**src/rtl/xmem_feed_ctrl.sv**
```systemverilog
// Image memory read sequencer: walks ctr1 from base over length words and
// streams each read word through a one-entry valid/ready stage to the accelerator.
//
// state | meaning
// ------+-------------------------------------------------------------
// IDLE  | waiting for start; err pulses on an oversize length
// FEED  | loading words into the output stage while it has a free slot
// DRAIN | all words loaded, waiting for the last one to be accepted
// DONE  | run complete; done pulses on the following cycle
module xmem_feed_ctrl #(
    parameter int ADDR_W = 10,
    parameter int DATA_W = 32,
    parameter int LEN_W  = 11
) (
    input  logic              clk,
    input  logic              resetn,
    input  logic              start,
    input  logic              abort,
    input  logic [ADDR_W-1:0] base_addr,
    input  logic [LEN_W-1:0]  length,
    output logic [31:0]       ctr1,
    input  logic [DATA_W-1:0] xdata,
    output logic              out_valid,
    output logic [DATA_W-1:0] out_data,
    input  logic              out_ready,
    output logic              busy,
    output logic              done,
    output logic              err
);

    localparam int DEPTH = 2 ** ADDR_W;
    localparam logic [LEN_W-1:0] DEPTH_L = LEN_W'(DEPTH);

    typedef enum logic [1:0] {
        S_IDLE  = 2'd0,
        S_FEED  = 2'd1,
        S_DRAIN = 2'd2,
        S_DONE  = 2'd3
    } state_t;

    state_t            state;
    logic [ADDR_W-1:0] addr;
    logic [LEN_W-1:0]  remaining;
    logic              slot_free;

    assign slot_free = !out_valid || out_ready;
    assign ctr1      = {{(32 - ADDR_W){1'b0}}, addr};

    always_ff @(posedge clk or negedge resetn) begin
        if (!resetn) begin
            state     <= S_IDLE;
            addr      <= '0;
            remaining <= '0;
            out_valid <= 1'b0;
            out_data  <= '0;
            busy      <= 1'b0;
            done      <= 1'b0;
            err       <= 1'b0;
        end else begin
            done <= 1'b0;
            err  <= 1'b0;
            case (state)
                S_IDLE: begin
                    // abort wins over a coincident start
                    if (start && !abort) begin
                        if (length > DEPTH_L) begin
                            err <= 1'b1;
                        end else if (length == '0) begin
                            state <= S_DONE;
                        end else begin
                            addr      <= base_addr;
                            remaining <= length;
                            busy      <= 1'b1;
                            state     <= S_FEED;
                        end
                    end
                end
                S_FEED: begin
                    if (abort) begin
                        out_valid <= 1'b0;
                        busy      <= 1'b0;
                        state     <= S_IDLE;
                    end else if (slot_free) begin
                        out_data  <= xdata;
                        out_valid <= 1'b1;
                        addr      <= addr + ADDR_W'(1);
                        remaining <= remaining - LEN_W'(1);
                        if (remaining == LEN_W'(1)) begin
                            state <= S_DRAIN;
                        end
                    end
                end
                S_DRAIN: begin
                    if (abort) begin
                        out_valid <= 1'b0;
                        busy      <= 1'b0;
                        state     <= S_IDLE;
                    end else if (out_valid && out_ready) begin
                        out_valid <= 1'b0;
                        busy      <= 1'b0;
                        state     <= S_DONE;
                    end
                end
                S_DONE: begin
                    // the pulse stands even if abort arrives in this cycle
                    done      <= 1'b1;
                    out_valid <= 1'b0;
                    state     <= S_IDLE;
                end
                default: begin
                    out_valid <= 1'b0;
                    busy      <= 1'b0;
                    state     <= S_IDLE;
                end
            endcase
        end
    end

endmodule

```
**config.mk**
```make
export PLATFORM = sky130hd
export DESIGN_NAME = xmem_feed_ctrl
export DESIGN_NICKNAME = d
export VERILOG_FILES = /design/src/rtl/xmem_feed_ctrl.sv
export SDC_FILE = /design/constraint.sdc
export NUM_CORES = 1
export LEC_CHECK = 0
export ABC_AREA = 1
export BUFFER_PORTS_ARGS = -buffer_cell sky130_fd_sc_hd__buf_2
export CORE_UTILIZATION = 50
export CTS_CLUSTER_DIAMETER = 120
export DETAILED_ROUTE_END_ITERATION = 6
export HOLD_SLACK_MARGIN = 0.03
export PLACE_DENSITY = 0.8
export SLEW_MARGIN = 20
export SYNTH_ARGS = -nofsm -noshare
export SYNTH_HDL_FRONTEND = slang
export SYNTH_SLANG_ARGS = --single-unit
```
**constraint.sdc**
```tcl
create_clock -name clk -period 2.2 [get_ports clk]
set_clock_uncertainty 0.1 [all_clocks]
set_input_delay 0.22 -clock clk [delete_from_list [all_inputs] [get_ports clk]]
set_output_delay 0.22 -clock clk [all_outputs]
set_load 0.005 [all_outputs]
```
==> results.sh <==
export IMPL_ys_types=29
export IMPL_die_w_um=85.89
export IMPL_dp_hpwl_um=5679
export IMPL_drive_gt1_share_pct=30.95
export IMPL_crit_slowest_cell="dfrtp_1"
export IMPL_max_slew_margin_pct=49.26
export IMPL_setup_viol=0
export IMPL_r2r_end="addr[6]"
export IMPL_worstPathArrival_ns=2.08
export IMPL_period_share_pct=89.49
export IMPL_cp_data_required_time_ns=2.31
export IMPL_drc=0
export IMPL_reg2reg_from="state[1]"
export IMPL_postLayoutCellArea_um2=4582
export IMPL_ys_warn_count=0
export IMPL_hold_buffers=33
export IMPL_synth_area_um2=3518
export IMPL_hold_depth=2
export IMPL_rsz0062_at_grt="false"
export IMPL_routed_wl_um=9421
export IMPL_h_tree_depth=3
export IMPL_antenna_cells=0
export IMPL_mostFrequentLayoutCells="149 x nand2_1, 103 x buf_2, 59 x dfrtp_1"
export IMPL_antenna_left=0
export IMPL_postSynthAreaPerCell_um2=8.540
export IMPL_grt_start_max_net_pins=60
export IMPL_critPathMaxStageDelay_ns=0.42
export IMPL_drv_slew=0
export IMPL_post_cts_buffers=0
export IMPL_path_delay_family="simple AND/OR/NAND/NOR gates"
export IMPL_final_common_cell="nand2_1"
export IMPL_power_frac_seq_pct=32.8
export IMPL_cts_resized_gates=0
export IMPL_hold_start="xdata[8]"
export IMPL_hold_viol_final=0
export IMPL_initial_core_util_pct=51.79
export IMPL_ios=126
export IMPL_ys_seq_area_share_pct=41.96
export IMPL_gp_congestion=0.8787
export IMPL_syn2layout_area_growth_pct=30.23
export IMPL_wl_per_cell_um=14.38
export IMPL_cts_buffer_depth=2
export IMPL_yosys_top_cells_area="dfrtp_1 42%, nand2_1 16%, mux2_4 13%"
export IMPL_start_kind="flip-flop"
export IMPL_vias_per_cell=4.838
export IMPL_row_count=30
export IMPL_path_cells="inv_1, ha_1, nand2_4, inv_2, nand2_4, o21ai_2, nand4_2, buf_4, nand2_1, nand2_1"
export IMPL_end_kind="flip-flop"
export IMPL_sw_frac_of_total_pct=41.50
export IMPL_rrSetupSlack_ns=0.23
export IMPL_cts_sinks=59
export IMPL_dr_pass1_iters=4
export IMPL_worstSetupPathType="flip-flop to flip-flop"
export IMPL_p_leak_nw=2.583
export IMPL_critPathBufInv=3
export IMPL_grt_total_usage_pct=26.40
export IMPL_path_clk_slew_ns=0.07
export IMPL_status="completed"
export IMPL_p_comb_share_pct=49.8
export IMPL_switching_power_mw=2.663
export IMPL_clkLatencyLatePin_ns=0.34
export IMPL_fin_nets=620
export IMPL_layout_min_cycle_time_ns=1.969
export IMPL_clockRootBuffer="clkbuf_8"
export IMPL_vias=3169
export IMPL_grt_pass1_wl_um=14920
export IMPL_netlist_instances=412
export IMPL_crit_fanout=21
export IMPL_tritoncts="built"
export IMPL_die_h_um=85.89
export IMPL_power_share_clock_pct=17.4
export IMPL_rr_worst_depth=10
export IMPL_cap_violations=0
export IMPL_p_int_mw=3.754
export IMPL_io_buffers=103
export IMPL_place_area_um2=4035
export IMPL_ys_seq_elements=59
export IMPL_setup_tns_ns=0
export IMPL_netlist_area_leader_share_pct=41.96
export IMPL_cts_buffers=9
export IMPL_antenna_found_initial=0
export IMPL_dieArea_um2=7376
export IMPL_fill_cells=501
export IMPL_holdPathEnd="out_data[8]"
export IMPL_synth_largest_area_cell="dfrtp_1"
export IMPL_worst_slew_pin_slew_ns=0.7611
export IMPL_powerDensity_nw_per_um2=1401
export IMPL_hp_class="primary input to flip-flop"
export IMPL_overflow=0
export IMPL_core_area_um2=6794
export IMPL_drt_iter0_drc=106
export IMPL_grt_pass1_vias=3207
export IMPL_ir_drop_uv=796.8
export IMPL_fmax_mhz=507.9
-- sequential cells by signal, indices dropped and copies added, names as in the netlist --
name,count
out_valid,1
out_data,32
addr,10
busy,1
state,2
remaining,11
err,1
done,1
-- final cells by class --
| class | count | area, um2 | share of cell area (%) |
|---|---|---|---|
| Sequential cell | 59 | 1476 | 32.22 |
| Clock inverter | 6 | 88.84 | 1.939 |
| Clock buffer | 10 | 127.6 | 2.785 |
| Timing Repair Buffer | 143 | 910.9 | 19.88 |
| Tap cell | 96 | 120.1 | 2.622 |
| Inverter | 34 | 127.6 | 2.785 |
| Multi-Input combinational cell | 307 | 1730 | 37.77 |
-- cell families (layout without fill, tap and decap cells) --
group | Yosys count | count (layout) | share of synthesized area [%]
and+or+nand+nor | 222 | 222 | 26.46
buffers and inverters | 67 | 193 | 11.10
DFF | 59 | 59 | 41.96
muxes | 32 | 32 | 13.44
AOI/OAI and AO/OA | 21 | 21 | 3.592
adders and majority gates | 8 | 8 | 2.845
xor gates and xnor gates | 2 | 2 | 0.4980
other | 1 | 22 | 0.1066
-- power by group through the flow --
stage	clock [mW]	sequential [mW]	combinational, mW
detailed placement	0	2.07	3.06
finish	1.12	2.11	3.19
floorplan	0	2.05	2.21
global route	1.17	2.16	3.56
CTS	1.11	2.06	3.14
global placement	0	2.02	2.97
-- synth_stat cells --
cell type and n:
dfrtp_1 59, buf_6 7, buf_4 23, o31ai_1 1, nor2_1 30, nor3_1 1
mux2_4 30, nand4_2 1, nand2_2 2, conb_1 1, inv_1 30, nand3_2 1
ha_1 8, a21oi_1 5, xor2_1 2, nand2_1 149, inv_2 4, nand3_1 27
o21bai_4 1, nand2_4 2, clkbuf_1 3, mux2_1 2, nor2_2 5, nor2_4 1
o21ai_2 1, nand4_1 3, a31oi_1 1, o21ai_0 9, o21ai_1 3
-- stage by stage --
step	power [mW]	utilization, %	instances	hold slack, ns	setup WS [ns]
CTS	6.315	67.44	655	0.03307	0.2762
detailed placement	5.130	59.39	606	0.3175	0.3039
floorplan	4.256	-	433	-0.1756	0.5165
finish	6.417	67.44	655	0.04568	0.2311
global route	6.891	67.44	655	0.03295	0.09352
global placement	4.993	59.39	606	0.3148	0.3981
-- worst max path at each step --
stage	from	end	slack, ns	cells after the start
2_1_floorplan	state[1]	out_data[0]	0.52	8
3_3_place_gp	state[1]	out_data[7]	0.40	7
3_5_place_dp	state[1]	addr[1]	0.30	10
4_1_cts	state[1]	addr[5]	0.28	10
5_1_grt	state[1]	addr[6]	0.09	9
6_report	state[1]	addr[6]	0.23	10
-- per-layer routing --
layer,vias to the layer above,share of wire (%),GRT usage [%]
met3,26,6.3,5.390
met2,130,52,47.40
met4,0,2.9,14.55
met5,-,0,0
met1,1477,39,29.08
li1,1536,-,-
Power figures use the tool's default switching activity.
